### config.mk
export PLATFORM = sky130hd
export DESIGN_NAME = line_buffer_window_gen
export DESIGN_NICKNAME = d
export VERILOG_FILES = /design/src/rtl/lb_pkg.sv /design/src/rtl/line_buffer_window_gen_row_ram.sv /design/src/rtl/line_buffer_window_gen.sv
export SDC_FILE = /design/constraint.sdc
export NUM_CORES = 1
export LEC_CHECK = 0
export ABC_AREA = 1
export CAP_MARGIN = 20
export CORE_MARGIN = 4
export CORE_UTILIZATION = 65
export DETAILED_ROUTE_END_ITERATION = 6
export PLACE_DENSITY = 0.86
export SLEW_MARGIN = 20
export SYNTH_ARGS = -nofsm -noshare
export SYNTH_HDL_FRONTEND = slang
export SYNTH_HIERARCHICAL = 1
export SYNTH_SLANG_ARGS = --single-unit
export TNS_END_PERCENT = 1
### constraint.sdc
create_clock -name clk -period 3.3 [get_ports clk]
set_clock_uncertainty 0.1 [all_clocks]
set_input_delay 0.66 -clock clk [delete_from_list [all_inputs] [get_ports clk]]
set_output_delay 0.66 -clock clk [all_outputs]
set_load 0.005 [all_outputs]
### src/rtl/lb_pkg.sv
// Shared defaults, pixel type and window indexing helper for the line buffer
// window generator and its consumers (cnn_kernel benches).
package lb_pkg;

    localparam int LB_IMG_W  = 28;
    localparam int LB_IMG_H  = 28;
    localparam int LB_KX     = 5;
    localparam int LB_KY     = 5;
    localparam int LB_I_F_BW = 8;

    typedef logic [LB_I_F_BW-1:0] pixel_t;

    // Flattened element index of window position (ky, kx); 0 is top-left/oldest.
    function automatic int win_idx(input int ky, input int kx);
        return ky * LB_KX + kx;
    endfunction

endpackage

### src/rtl/line_buffer_window_gen_row_ram.sv
// One line-buffer row: IMG_W deep, synchronous write, asynchronous read.
// Contents are deliberately not reset; consumers qualify reads by position.
module lb_row_ram #(
    parameter int DEPTH = 28,
    parameter int W     = 8,
    parameter int AW    = (DEPTH > 1) ? $clog2(DEPTH) : 1
) (
    input  logic          clk,
    input  logic          wr_en,
    input  logic [AW-1:0] addr,
    input  logic [W-1:0]  wr_data,
    output logic [W-1:0]  rd_data
);

    logic [W-1:0] mem [DEPTH];

    always_ff @(posedge clk) begin
        if (wr_en) begin
            mem[addr] <= wr_data;
        end
    end

    assign rd_data = mem[addr];

endmodule

### src/rtl/line_buffer_window_gen.sv
// Raster pixel stream to KX x KY sliding-window generator (stride 1, valid conv).
// Define LB_STRIDE2_EN to emit only every second window in both directions.
module line_buffer_window_gen
    import lb_pkg::*;
#(
    parameter int IMG_W  = LB_IMG_W,
    parameter int IMG_H  = LB_IMG_H,
    parameter int KX     = LB_KX,
    parameter int KY     = LB_KY,
    parameter int I_F_BW = LB_I_F_BW
) (
    input  logic                     clk,
    input  logic                     reset_n,
    input  logic                     i_in_valid,
    input  logic [I_F_BW-1:0]        i_in_pixel,
    output logic                     o_ot_valid,
    output logic [KX*KY*I_F_BW-1:0]  o_ot_window,
    output logic                     o_ot_frame_done
);

    localparam int CW = (IMG_W > 1) ? $clog2(IMG_W) : 1;
    localparam int RW = (IMG_H > 1) ? $clog2(IMG_H) : 1;
    localparam int WB = KX * KY * I_F_BW;

    localparam logic [CW-1:0] COL_LAST  = CW'(IMG_W - 1);
    localparam logic [RW-1:0] ROW_LAST  = RW'(IMG_H - 1);
    localparam logic [CW-1:0] COL_START = CW'(KX - 1);
    localparam logic [RW-1:0] ROW_START = RW'(KY - 1);

    if (IMG_W < KX || IMG_H < KY) begin : g_param_check
        $error("line_buffer_window_gen: image must be at least as large as the window");
    end

    logic [CW-1:0]     col;
    logic [RW-1:0]     row;
    logic              col_last;
    logic              row_last;
    logic              q;
    logic              done_next;
    logic [I_F_BW-1:0] lb_rd   [KY-1];
    logic [I_F_BW-1:0] col_vec [KY];
    logic [WB-1:0]     win;
    logic [WB-1:0]     win_next;

    assign col_last = (col == COL_LAST);
    assign row_last = (row == ROW_LAST);

    always_ff @(posedge clk or negedge reset_n) begin
        if (!reset_n) begin
            col <= '0;
            row <= '0;
        end else if (i_in_valid) begin
            if (col_last) begin
                col <= '0;
                row <= row_last ? '0 : row + 1'b1;
            end else begin
                col <= col + 1'b1;
            end
        end
    end

    // Left-edge columns hold previous-row data in the window, so the col gate
    // is what keeps windows from straddling rows.
`ifdef LB_STRIDE2_EN
    assign q = i_in_valid && (row >= ROW_START) && (col >= COL_START)
               && (row[0] == ROW_START[0]) && (col[0] == COL_START[0]);
    assign done_next = i_in_valid && row_last && col_last;
`else
    assign q = i_in_valid && (row >= ROW_START) && (col >= COL_START);
    assign done_next = q && row_last && col_last;
`endif

    for (genvar k = 0; k < KY - 1; k++) begin : g_lb
        logic [I_F_BW-1:0] wr_data;
        if (k == 0) begin : g_head
            assign wr_data = i_in_pixel;
        end else begin : g_chain
            assign wr_data = lb_rd[k-1];
        end
        lb_row_ram #(
            .DEPTH (IMG_W),
            .W     (I_F_BW),
            .AW    (CW)
        ) u_row (
            .clk     (clk),
            .wr_en   (i_in_valid),
            .addr    (col),
            .wr_data (wr_data),
            .rd_data (lb_rd[k])
        );
    end

    for (genvar ky = 0; ky < KY - 1; ky++) begin : g_col
        assign col_vec[ky] = lb_rd[KY-2-ky];
    end
    assign col_vec[KY-1] = i_in_pixel;

    for (genvar ky = 0; ky < KY; ky++) begin : g_win_y
        for (genvar kx = 0; kx < KX; kx++) begin : g_win_x
            if (kx < KX - 1) begin : g_shift
                assign win_next[(ky*KX+kx)*I_F_BW +: I_F_BW] = win[(ky*KX+kx+1)*I_F_BW +: I_F_BW];
            end else begin : g_enter
                assign win_next[(ky*KX+kx)*I_F_BW +: I_F_BW] = col_vec[ky];
            end
        end
    end

    always_ff @(posedge clk or negedge reset_n) begin
        if (!reset_n) begin
            win             <= '0;
            o_ot_valid      <= 1'b0;
            o_ot_frame_done <= 1'b0;
        end else begin
            o_ot_valid      <= q;
            o_ot_frame_done <= done_next;
            if (i_in_valid) begin
                win <= win_next;
            end
        end
    end

    assign o_ot_window = win;

endmodule

==> results.sh <==
export IMPL_status="completed"
export IMPL_period_share=0.894
export IMPL_initial_core_util=0.656
export IMPL_p_sw_mw=16.6
export IMPL_syn_avg_cell_area_um2=10.1
export IMPL_synth_edff_count=896
export IMPL_final_cell_count_no_fill=5890
export IMPL_ir_drop_mv=0.817
export IMPL_async_flop_share=0.191
export IMPL_min_period_ns=2.95
export IMPL_power_leakage_nw=23.2
export IMPL_h_tree_depth=3
export IMPL_hold_viol=0
export IMPL_grt_start_max_net_pins=134
export IMPL_power_frac_clock=0.252
export IMPL_syn_nets=4564
export IMPL_wl_mm=117
export IMPL_seqCellArea_um2=32200
export IMPL_max_stage_delay_ns=0.99
export IMPL_drcViolationCount=0
export IMPL_place_inst=5691
export IMPL_hold_ws_ns=0.372
export IMPL_num_vias=33532
export IMPL_cpMaxStageDelayCell="dfrtp_1"
export IMPL_cts_tree="done"
export IMPL_clock_path_buffers=3
export IMPL_holdCritPathClass="flip-flop to flip-flop"
export IMPL_worst_pin_slew_ns=0.985
export IMPL_grt_pass1_wl_mm=181
export IMPL_antenna_found_initial=0
export IMPL_nets=4874
export IMPL_area_growth_pct=15.4
export IMPL_maxSlewViolCount=0
export IMPL_rsz0062_at_grt="false"
export IMPL_cp_start_kind="flip-flop"
export IMPL_worst_setup_path_end_kind="flip-flop"
export IMPL_rows=97
export IMPL_tns_ns=0
export IMPL_drtIter0Drc=4451
export IMPL_power_density_nw_per_um2=881
export IMPL_crit_arrival_ns=3.28
export IMPL_core_area_um2=70000
export IMPL_multi_input_area_um2=12200
export IMPL_path_depth=7
export IMPL_vias_per_cell=5.69
export IMPL_finalWeightedCongestion=0.932
export IMPL_holdPathStages=2
export IMPL_power_frac_seq=0.440
export IMPL_synthCells=4549
export IMPL_yosys_warnings=6
export IMPL_hpwl_mm=70.7
export IMPL_yosysUniqueCellTypes=26
export IMPL_avgRoutedWirePerCell_um=19.9
export IMPL_die_x_um=274
export IMPL_cts_setup_buffers=0
export IMPL_rr_worst_depth=7
export IMPL_yosysSeqAreaShare=0.701
export IMPL_antenna_left=0
export IMPL_dieArea_um2=75000
export IMPL_required_ns=3.62
export IMPL_first_pass_iters=6
export IMPL_cts_sinks=1108
export IMPL_num_antenna_cells=0
export IMPL_holdCritStartpoint="o_ot_window[163]"
export IMPL_drv_cap=0
export IMPL_drive_gt1_frac=0.0796
export IMPL_track_usage=0.312
export IMPL_cp_startpoint="col[4]"
export IMPL_setup_viol=0
export IMPL_syn_area_um2=45900
export IMPL_pre_cts_ws_ns=0.453
export IMPL_fillCellCount=4068
export IMPL_cts_root_buf="clkbuf_16"
export IMPL_ys_ff_latch=1108
export IMPL_chipHeight_um=274
export IMPL_path_max_fanout=29
export IMPL_p_sw_frac=0.355
export IMPL_max_freq_mhz=339
export IMPL_path_cells="inv_1 > nor3_2 > inv_1 > nor2_1 > nor2_1 > nand2_1 > buf_4"
export IMPL_insertion_delay_ns=0.69
export IMPL_synth_flop_cell="edfxtp_1"
export IMPL_cts_buffers=105
export IMPL_r2r_start="col[4]"
export IMPL_combPwrFrac=0.308
export IMPL_io_pins=213
export IMPL_port_buffers=212
export IMPL_crit_type="flip-flop to flip-flop"
export IMPL_cp_top_family="flip-flops"
export IMPL_gr_total_overflow=0
export IMPL_clkTransAtPathRegs_ns=0.06
export IMPL_max_slew_margin=0.343
export IMPL_grt_pass1_vias=33045
export IMPL_cp_num_buf_inv=3
export IMPL_worst_slack_ns=0.349
export IMPL_p_int_mw=30.1
[Yosys cell counts (8+ instances only)]
master       n  share of area
nand2_1   2813           0.23
edfxtp_1   896           0.59
nor2_1     244          0.020
dfrtp_1    212           0.12
buf_2       87         0.0095
inv_1       54         0.0044
nand3_1     44         0.0048
clkbuf_1    38         0.0031
buf_6       34         0.0083
buf_4       32         0.0052
o21ai_0     21         0.0023
nor3_2      20         0.0044
inv_2       14         0.0011
nor2_2       8         0.0011
nor3_1       8        0.00087
[worst register-to-register path, delay by kind of cell (launching register included)]
kind | cells | cell delay (ns)
buffers and inverters | 3 | 0.78
DFF | 1 | 0.99
and+or+nand+nor | 4 | 0.81
[metrics by stage]
| stage | cell area (um^2) | util | power (mW) |
|---|---|---|---|
| 3_5_place_dp | 49600 | 0.708 | 34.6 |
| 5_1_grt | 53000 | 0.757 | 48.6 |
| 3_3_place_gp | 49600 | 0.708 | 34.0 |
| 2_1_floorplan | 45900 | - | 27.8 |
| 4_1_cts | 53000 | 0.757 | 46.5 |
| 6_report | 53000 | 0.757 | 46.7 |
[power by group through the flow]
stage	Sequential [mW]	Clock (mW)	Combinational, mW
finish	20.5	11.8	14.4
global route	20.7	12.5	15.4
CTS	20.5	11.8	14.1
detailed placement	20.7	0	13.9
global placement	20.7	0	13.4
floorplan	20.6	0	7.21
[registers in the layout, indices dropped and copies added (netlist names)]
signal / flops
row: 5
o_ot_valid: 1
o_ot_window: 200
col: 5
g_lb.u_row/mem: 896
o_ot_frame_done: 1
[final cells by class]
type / instances / area share
sequential: 1108 / 0.608
clock buffer: 146 / 0.0551
multi-input combinational: 3174 / 0.231
tap: 940 / 0.0222
inverter: 72 / 0.00520
timing repair buffer: 398 / 0.0697
clock inverter: 52 / 0.00890
[cells by family after synthesis]
kind of cell | count (synthesis) | synth area share
AOI/OAI and AO/OA | 27 | 0.00316
and+or+nand+nor | 3142 | 0.262
DFF | 1108 | 0.701
buffers and inverters | 267 | 0.0324
adders and majority gates | 4 | 0.00109
xor gates and xnor gates | 1 | 0.000191
[worst paths after layout]
path | to | slack [ns]
hold / removal | o_ot_window[163] | 0.37
setup reg to reg | g_lb[2].u_row/mem[15][7] | 0.35
setup / recovery | g_lb[2].u_row/mem[15][7] | 0.35
max in group asynchronous | o_ot_window[143] | 1.84
min in group asynchronous | o_ot_window[119] | 0.43
hold reg to reg | o_ot_window[163] | 0.37
[layer usage]
metal,vias up,wire length (um),global-route usage
met2,2055,58000,0.531
met3,413,12100,0.0545
met1,15878,41700,0.402
met4,0,5230,0.129
met5,-,0,0
li1,15186,-,-
[what timing repair did]
| item | in CTS | in global routing |
|---|---|---|
| hold endpoints to repair | 66 | 0 |
| hold buffers | 1 | 0 |
| gates resized for setup | 0 | 0 |
[layout by cell type (no fill, tap or decap), drive strengths merged, types with 5 or more instances in the layout]
cell           instances
nand3                 44
nand2               2814
clkbuf               147
dfrtp                212
clkdlybuf4s50        210
nor3                  28
buf                  186
edfxtp               896
inv                   77
o21ai                 26
nor2                 252
clkinv                40
bufinv                 5
Note: power is estimated with default switching activity, not from simulation.
